**src/rtl/fetch_queue.sv**
```systemverilog
// Instruction fetch unit with a first-word fall-through instruction queue.
// Requests one word per cycle while there is room; redirects flush the queue and reload the fetch PC.
module fetch_queue #(
    parameter int DEPTH = 4,
    parameter int XLEN  = 32
) (
    input  logic                       iCLK,
    input  logic                       iRST,
    input  logic [XLEN-1:0]            iInitialPC,
    input  logic                       iRedirect,
    input  logic [XLEN-1:0]            iRedirectPC,
    output logic                       IwReadEnable,
    output logic [XLEN-1:0]            IwAddress,
    input  logic                       IwReadValid,
    input  logic [31:0]                IwReadData,
    output logic                       oInstrValid,
    output logic [31:0]                oInstr,
    output logic [XLEN-1:0]            oInstrPC,
    input  logic                       iInstrReady,
    output logic [$clog2(DEPTH+1)-1:0] oCount,
    output logic                       oFull,
    output logic                       oMisalign
);

    localparam int AW = $clog2(DEPTH);
    localparam int CW = $clog2(DEPTH+1);

    logic [XLEN-1:0] fpc_q, fpc_d;
    logic [AW-1:0]   head_q, head_d;
    logic [AW-1:0]   tail_q, tail_d;
    logic [CW-1:0]   count_q, count_d;
    logic            misalign_q, misalign_d;

    logic [31:0]     instr_mem_q [DEPTH];
    logic [XLEN-1:0] pc_mem_q    [DEPTH];

    logic full_s;
    logic empty_s;
    logic req_s;
    logic push_s;
    logic pop_s;

    // Queue status and handshake qualification
    always_comb begin
        full_s  = (count_q == CW'(DEPTH));
        empty_s = (count_q == {CW{1'b0}});
        req_s   = !full_s && !iRedirect && !misalign_q && !iRST;
        push_s  = req_s && IwReadValid;
        pop_s   = !empty_s && iInstrReady && !iRST;
    end

    // Next-state: a redirect overrides any push or pop in the same cycle
    always_comb begin
        fpc_d      = fpc_q;
        head_d     = head_q;
        tail_d     = tail_q;
        count_d    = count_q;
        misalign_d = misalign_q;
        if (iRedirect) begin
            fpc_d      = iRedirectPC;
            head_d     = {AW{1'b0}};
            tail_d     = {AW{1'b0}};
            count_d    = {CW{1'b0}};
            misalign_d = |iRedirectPC[1:0];
        end else begin
            if (push_s) begin
                tail_d = tail_q + AW'(1'b1);
                fpc_d  = fpc_q + XLEN'(3'd4);
            end else begin
                tail_d = tail_q;
                fpc_d  = fpc_q;
            end
            if (pop_s) begin
                head_d = head_q + AW'(1'b1);
            end else begin
                head_d = head_q;
            end
            case ({push_s, pop_s})
                2'b10:   count_d = count_q + CW'(1'b1);
                2'b01:   count_d = count_q - CW'(1'b1);
                default: count_d = count_q;
            endcase
        end
    end

    // Control state register with synchronous reset
    always_ff @(posedge iCLK) begin
        if (iRST) begin
            fpc_q      <= iInitialPC;
            head_q     <= {AW{1'b0}};
            tail_q     <= {AW{1'b0}};
            count_q    <= {CW{1'b0}};
            misalign_q <= 1'b0;
        end else begin
            fpc_q      <= fpc_d;
            head_q     <= head_d;
            tail_q     <= tail_d;
            count_q    <= count_d;
            misalign_q <= misalign_d;
        end
    end

    // Queue storage; contents are never cleared, readers are gated by valid
    always_ff @(posedge iCLK) begin
        if (push_s) begin
            instr_mem_q[tail_q] <= IwReadData;
            pc_mem_q[tail_q]    <= fpc_q;
        end
    end

    // Bus request and first-word fall-through head outputs
    always_comb begin
        IwReadEnable = req_s;
        IwAddress    = fpc_q;
        oInstrValid  = !empty_s && !iRST;
        oCount       = count_q;
        oFull        = full_s && !iRST;
        oMisalign    = misalign_q;
        if (oInstrValid) begin
            oInstr   = instr_mem_q[head_q];
            oInstrPC = pc_mem_q[head_q];
        end else begin
            oInstr   = 32'h0000_0000;
            oInstrPC = {XLEN{1'b0}};
        end
    end

endmodule

```
**config.mk**
```make
export PLATFORM = sky130hd
export DESIGN_NAME = fetch_queue
export DESIGN_NICKNAME = d
export VERILOG_FILES = /design/src/rtl/fetch_queue.sv
export SDC_FILE = /design/constraint.sdc
export NUM_CORES = 1
export LEC_CHECK = 0
export CORE_MARGIN = 8
export CORE_UTILIZATION = 57
export CTS_CLUSTER_SIZE = 16
export DETAILED_ROUTE_END_ITERATION = 10
export PLACE_DENSITY = 0.85
export SETUP_SLACK_MARGIN = 0.5
export SYNTH_ARGS = -nofsm -noshare
export SYNTH_HDL_FRONTEND = slang
export SYNTH_SLANG_ARGS = --single-unit
```
**constraint.sdc**
```tcl
create_clock -name iCLK -period 5.03 [get_ports iCLK]
set_clock_uncertainty 0.05 [all_clocks]
set_input_delay 1.006 -clock iCLK [delete_from_list [all_inputs] [get_ports iCLK]]
set_output_delay 1.006 -clock iCLK [all_outputs]
set_load 0.1 [all_outputs]
```
==> results.toml, run 1 <==
[power]
p_sw_frac = 0.236
power_frac_comb = 0.101
power.switching_w = 0.00131
p_int_w = 0.00425
power_density_nw_per_um2 = 342
leakage_nw = 5.29
vdd_drop_max_mv = 0.335
sequentialPowerShare = 0.517
clkPwrFrac = 0.382

[floorplan]
die_area_um2 = 26400
row_count = 53
io-pin-count = 204
die_h_um = 163
initial_core_util = 0.581
die-width_um = 163
core_area_um2 = 21100

[layout]
nets = 994
drive_gt1_frac = 0.224
final_area_um2 = 16300
insertedDiodeCount = 0
final_util = 0.771
areaGrowthSynthToFinish_pct = 32.7

[synth]
synth_compound_area_frac = 0.0324
syn-instance-count = 674
synth_top_family_by_area = "multiplexers"
synthAdderAreaFrac = 0.00776
async_reset_ff_frac = 0
synth_edf_count = 288
seq_area_frac_synth = 0.722
syn_nets = 782
synth_area_um2 = 12200
muxShareOfSynthArea = 0.123
synth_ff_type = "edfxtp_1"
yosys.area_share.simple = 0.0769
synth-seq-cells = 298
syn_avg_cell_area_um2 = 18.2
yosysWarnings = 0
synth_xor_area_frac = 0.0222
yosysUniqueCellTypes = 44

[place]
dpl-instance-area_um2 = 15300
io_buffer_count = 203
dp_hpwl_mm = 17.3
gp_congestion = 0.834

[global_routing]
grt_pass1_vias = 7281
antenna_found_initial = 0
grt_max_degree = 65
track_usage = 0.198
grt_first_pass_wirelength_mm = 40.8
grt.overflow.total = 0

[run_status]
status = "finished clean"

[sta]
finalSetupTns_ns = 0
fin_crit_sh = 0.832
fmax_mhz = 239
drv_slew = 0
setup_violations = 0
rsz0062_at_grt = "no"
hold_viol_final = 0
worstMarginPinSlew_ns = 1.15
slew_headroom = 0.234
period_minus_slack_ns = 4.19

[drt]
ant_nets = 0
firstDrtPassIters = 4
drt_iter0_drc = 474
wl_per_cell_um = 22.3
wirelength_mm = 26.3
via_per_inst = 5.84
drc_errors = 0
via_count = 6901

[worst_setup_path]
required_ns = 3.97
critPathCaptureType = "output pin"
crit_arrival_ns = 3.13
crit_fanout = 47
reg2reg_slack_ns = 2.14
cp-start-kind = "input port"
crit_type = "in -> out"

[clocking]
clkTransAtPathRegs_ns = 0.06
cts_tree = "built"
h-tree-depth = 1
postCtsResizedCells = 0
clockBufferDepth = 3
numCtsBuffers = 29
cts_setup_buffers = 0
clockRootBuffer = "clkbuf_16"
numClockSinks = 298
clk_latency_ns = 0.53
ctsHoldBuffers = 0

[min_path]
hp-class = "reg -> reg"

[job]
max_cap_violations = 0
==> critical path: stages <==
cell and delay, ns:
clkdlybuf4s50_1 0.80, nor2_4 0.60, buf_12 0.26, and2_1 0.23, buf_12 0.19
==> Yosys cell counts, types with 2 or more instances <==
master | instances | area share
a21oi_1 | 12 | 0.0049
a22o_1 | 2 | 0.0014
a22oi_1 | 14 | 0.0086
and2_1 | 68 | 0.035
and3_1 | 7 | 0.0036
and3_2 | 3 | 0.0018
and4_1 | 3 | 0.0021
and4_2 | 2 | 0.0016
buf_2 | 9 | 0.0037
buf_6 | 2 | 0.0018
clkbuf_1 | 20 | 0.0061
dfxtp_1 | 10 | 0.016
edfxtp_1 | 288 | 0.71
ha_1 | 6 | 0.0061
inv_1 | 10 | 0.0031
mux2_2 | 2 | 0.0018
mux2i_1 | 4 | 0.0033
mux4_2 | 64 | 0.12
nand2_1 | 26 | 0.0080
nand3_1 | 8 | 0.0033
nand4_1 | 8 | 0.0041
nor2_1 | 17 | 0.0052
nor3_1 | 6 | 0.0025
nor4_1 | 4 | 0.0020
nor4_4 | 2 | 0.0035
o21ai_0 | 18 | 0.0074
o21ai_1 | 6 | 0.0025
o22ai_1 | 6 | 0.0031
or3_1 | 3 | 0.0015
xnor2_1 | 21 | 0.015
xor2_1 | 10 | 0.0071
==> metal layers <==
layer	share of wire	vias to the layer above	GRT usage
li1	-	3105	-
met1	0.41	3455	0.263
met2	0.49	308	0.326
met3	0.084	33	0.0483
met4	0.015	0	0.0517
met5	0	-	0
==> kinds of logic (layout without fill, tap and decap cells) <==
family | Yosys count | in the layout
flip-flops | 298 | 298
AND/OR/NAND/NOR | 162 | 162
multiplexers | 70 | 70
AO/OA/AOI/OAI | 63 | 63
buffers and inverters | 43 | 276
XOR/XNOR | 31 | 31
adder cells (fa/ha/maj) | 7 | 7
==> per-stage QoR <==
| step | setup slack (ns) | total power (W) | hold WS (ns) | std cells |
|---|---|---|---|---|
| after detailed placement | 0.765 | 0.00349 | 0.445 | 1130 |
| after global routing | 0.704 | 0.00572 | 0.483 | 1182 |
| after floorplan | 0.758 | 0.00326 | 0.419 | 674 |
| after global placement | 0.852 | 0.00348 | 0.433 | 1130 |
| final | 0.843 | 0.00556 | 0.455 | 1182 |
| after CTS | 0.844 | 0.00560 | 0.453 | 1182 |
==> state kept, by name, summed over array words and instances, names as in the netlist, named ones only <==
signal / flops
oCount: 3
pc_mem_q: 128
IwAddress: 32
oMisalign: 1
instr_mem_q: 128
tail_q: 2
head_q: 2
==> worst paths after layout <==
path                  start     endpoint  depth (start not counted)
hold reg to reg   tail_q[1]    tail_q[1]                          2
setup / recovery       iRST  oInstrPC[4]                          5
hold / removal    tail_q[1]    tail_q[1]                          2
setup reg to reg  oCount[0]    oCount[2]                         10
==> power by group through the flow <==
stage	clock, W	sequential [W]	combinational [W]
final	0.00213	0.00288	0.000562
after global routing	0.00225	0.00288	0.000586
after CTS	0.00216	0.00288	0.000565
after detailed placement	0	0.00293	0.000561
after global placement	0	0.00292	0.000556
after floorplan	0	0.00311	0.000144
==> final cells by class <==
class                           instances  area (µm²)
Inverter                               11        41.3
Clock inverter                         17         190
Tap cell                              275         344
Multi-Input combinational cell        333        3240
Timing Repair Buffer                  213        2840
Sequential cell                       298        8860
Clock buffer                           35         748
Fill cell                            1184        4830
==> placed cells by master, fill, tap and decap left out, types with 4 or more instances in the layout <==
cell type	count
o22ai_1	6
clkdlybuf4s50_1	136
clkinv_2	7
nand2_1	26
bufinv_16	4
mux4_2	64
buf_12	72
a22oi_1	14
and3_4	4
nand4_1	8
and2_1	68
nor2_1	16
mux2i_1	4
buf_4	5
edfxtp_1	288
clkbuf_16	29
nor3_1	6
nor4_1	4
o21ai_1	6
nand3_1	8
ha_1	6
xnor2_1	21
clkinv_1	4
a21oi_1	12
dfxtp_1	8
clkbuf_1	6
o21ai_0	18
xor2_1	10
inv_1	10
No activity file was read; power rests on OpenSTA's default activity.
==> run 2: changes to the inputs <==
--- a/config.mk
+++ b/config.mk
@@ -6,10 +6,10 @@
 export NUM_CORES = 1
 export LEC_CHECK = 0
 export CORE_MARGIN = 8
-export CORE_UTILIZATION = 57
+export CORE_UTILIZATION = 48
 export CTS_CLUSTER_SIZE = 16
 export DETAILED_ROUTE_END_ITERATION = 10
-export PLACE_DENSITY = 0.85
+export PLACE_DENSITY = 0.76
 export SETUP_SLACK_MARGIN = 0.5
 export SYNTH_ARGS = -nofsm -noshare
 export SYNTH_HDL_FRONTEND = slang
==> constraint.sdc (replaced) <==
create_clock -name iCLK -period 3.6 [get_ports iCLK]
set_clock_uncertainty 0.05 [all_clocks]
set_input_delay 0.72 -clock iCLK [delete_from_list [all_inputs] [get_ports iCLK]]
set_output_delay 0.72 -clock iCLK [all_outputs]
set_load 0.1 [all_outputs]
==> run 2 against run 1 <==
Sequential power is 40% higher. Global-route usage is 2.2 points lower. Routed wire length is 4.3% higher. Clock power is 24% higher. Sequential cell count stayed put. Final cell count is 5.7% higher. Core utilization is 12 points lower. Via count is 0.25% lower. Combinational power is 39% higher. First-iteration DRC count is 13% lower. Sequential share of layout area is 0.38 points lower. Register-to-register slack worse by 0.91 ns. Critical path type unchanged. Largest power group unchanged. Highest routed layer unchanged.
==> results.toml, run 2 (synthesized netlist as in run 1, its figures left out) <==
[layout]
nets = 1007
fill_cells = 1759
layout_commonest_cell = "edfxtp_1"
fin_cells = 1249
insertedDiodeCount = 0
drive_gt1_frac = 0.287
areaGrowthSynthToFinish_pct = 33.7
mostFrequentLayoutCells = "edfxtp_1 (288), clkdlybuf4s50_1 (100), buf_12 (78)"
final_util = 0.652
multiInputGateArea_um2 = 3280
seqCellArea_um2 = 8860

[worst_setup_path]
crit_chain = "clkdlybuf4s50_1 -> buf_4 -> clkinv_1 -> and3_1 -> buf_12"
required_ns = 2.83
crit_fanout = 36
slowest_stage = "clkdlybuf4s50_1"
critPathCaptureType = "output pin"
max_stage_delay_ns = 0.61
cp-start-kind = "input port"
reg2reg_slack_ns = 1.23
crit_arrival_ns = 2.23
crit_type = "in -> out"

[floorplan]
row_count = 58
initial_core_util = 0.488
core_area_um2 = 25100
io-pin-count = 204
die_area_um2 = 30900
die-width_um = 176
die_h_um = 176

[power]
power_density_nw_per_um2 = 455
vdd_drop_max_mv = 0.299
leakage_nw = 5.38

[drt]
ant_nets = 0
wirelength_mm = 27.5
drc_errors = 0
drt_iter0_drc = 413
via_count = 6884
wl_per_cell_um = 22.0
via_per_inst = 5.51
firstDrtPassIters = 5

[job]
max_cap_violations = 0

[global_routing]
met1_usage = 0.235
grt.overflow.total = 0
grt_first_pass_wirelength_mm = 42.5
grt.busiest_layer = "met2"
globalRouteMet2Util = 0.296
grt_max_degree = 38
antenna_found_initial = 0
grt_use_met3 = 0.0378
track_usage = 0.177
grt_pass1_vias = 7374

[place]
io_buffer_count = 203
gp_congestion = 0.835
detailedPlace.worstSlack_ns = 0.543
dpl.cell_count = 1196
dp_hpwl_mm = 18.7

[clocking]
clockBufferDepth = 3
clkTransAtPathRegs_ns = 0.06
cts_tree = "built"
postCtsResizedCells = 0
numClockSinks = 298
clockRootBuffer = "clkbuf_16"
numCtsBuffers = 28
clk_latency_ns = 0.53
h-tree-depth = 1

[sta]
period_minus_slack_ns = 3.00
setup_violations = 0
fmax_mhz = 333
fin_crit_sh = 0.834
slew_headroom = 0.311
finalWorstSetupSlack_ns = 0.599
worstMarginPinSlew_ns = 1.03
drv_slew = 0
rsz0062_at_grt = "no"
hold_viol_final = 0

[run_status]
status = "finished clean"

[min_path]
hp-class = "reg -> reg"
run 2: cell count changes in the layout (fill, tap and decap cells not counted), sizes merged:
cell,before,now
buf,77,127
clkdlybuf4s50,136,100
bufinv,4,0
inv,11,10
clkbuf,35,38
run 2: through the flow:
stage | hold WS (ns) | total power [W] | cell area [µm²] | setup TNS [ns]
after floorplan | 0.419 | 0.00455 | 12300 | -20.20
after global placement | 0.441 | 0.00486 | 15500 | 0
after detailed placement | 0.447 | 0.00488 | 15500 | 0
after CTS | 0.455 | 0.00753 | 16400 | 0
after global routing | 0.491 | 0.00768 | 16400 | 0
final | 0.452 | 0.00745 | 16400 | 0
run 2: final cells by class:
cell class,instances,area share
Multi-Input combinational cell,333,0.200
Clock buffer,38,0.0470
Clock inverter,12,0.00359
Sequential cell,298,0.541
Timing Repair Buffer,227,0.181
Tap cell,330,0.0252
Inverter,11,0.00252
run 2: critical path: cells and delay by family:
kind          cells  cell delay, ns
simple gates      1            0.22
buf+inv           4            1.29
run 2: power by group:
part           total (W)  switching [W]  internal (W)
Sequential       0.00402       0.000115       0.00391
Clock            0.00265        0.00116       0.00149
Combinational   0.000779       0.000519      0.000260
run 2: routing by layer:
layer / vias to the layer above / share of wire
met4: 0 / 0.014
met5: - / 0
li1: 3126 / -
met3: 33 / 0.066
met2: 257 / 0.50
met1: 3468 / 0.42
run 2: what timing repair did:
item                       CTS  global route
setup endpoints to repair   60             0
setup buffers                3             0
hold buffers                 0             0
run 2: path summary, 6_finish.rpt:
path / start / depth (start not counted) / endpoint
worst max-delay path: iRST / 5 / oFull
worst max register to register: oCount[0] / 10 / oCount[2]
worst min register to register: tail_q[1] / 2 / tail_q[1]
worst min-delay path: tail_q[1] / 2 / tail_q[1]
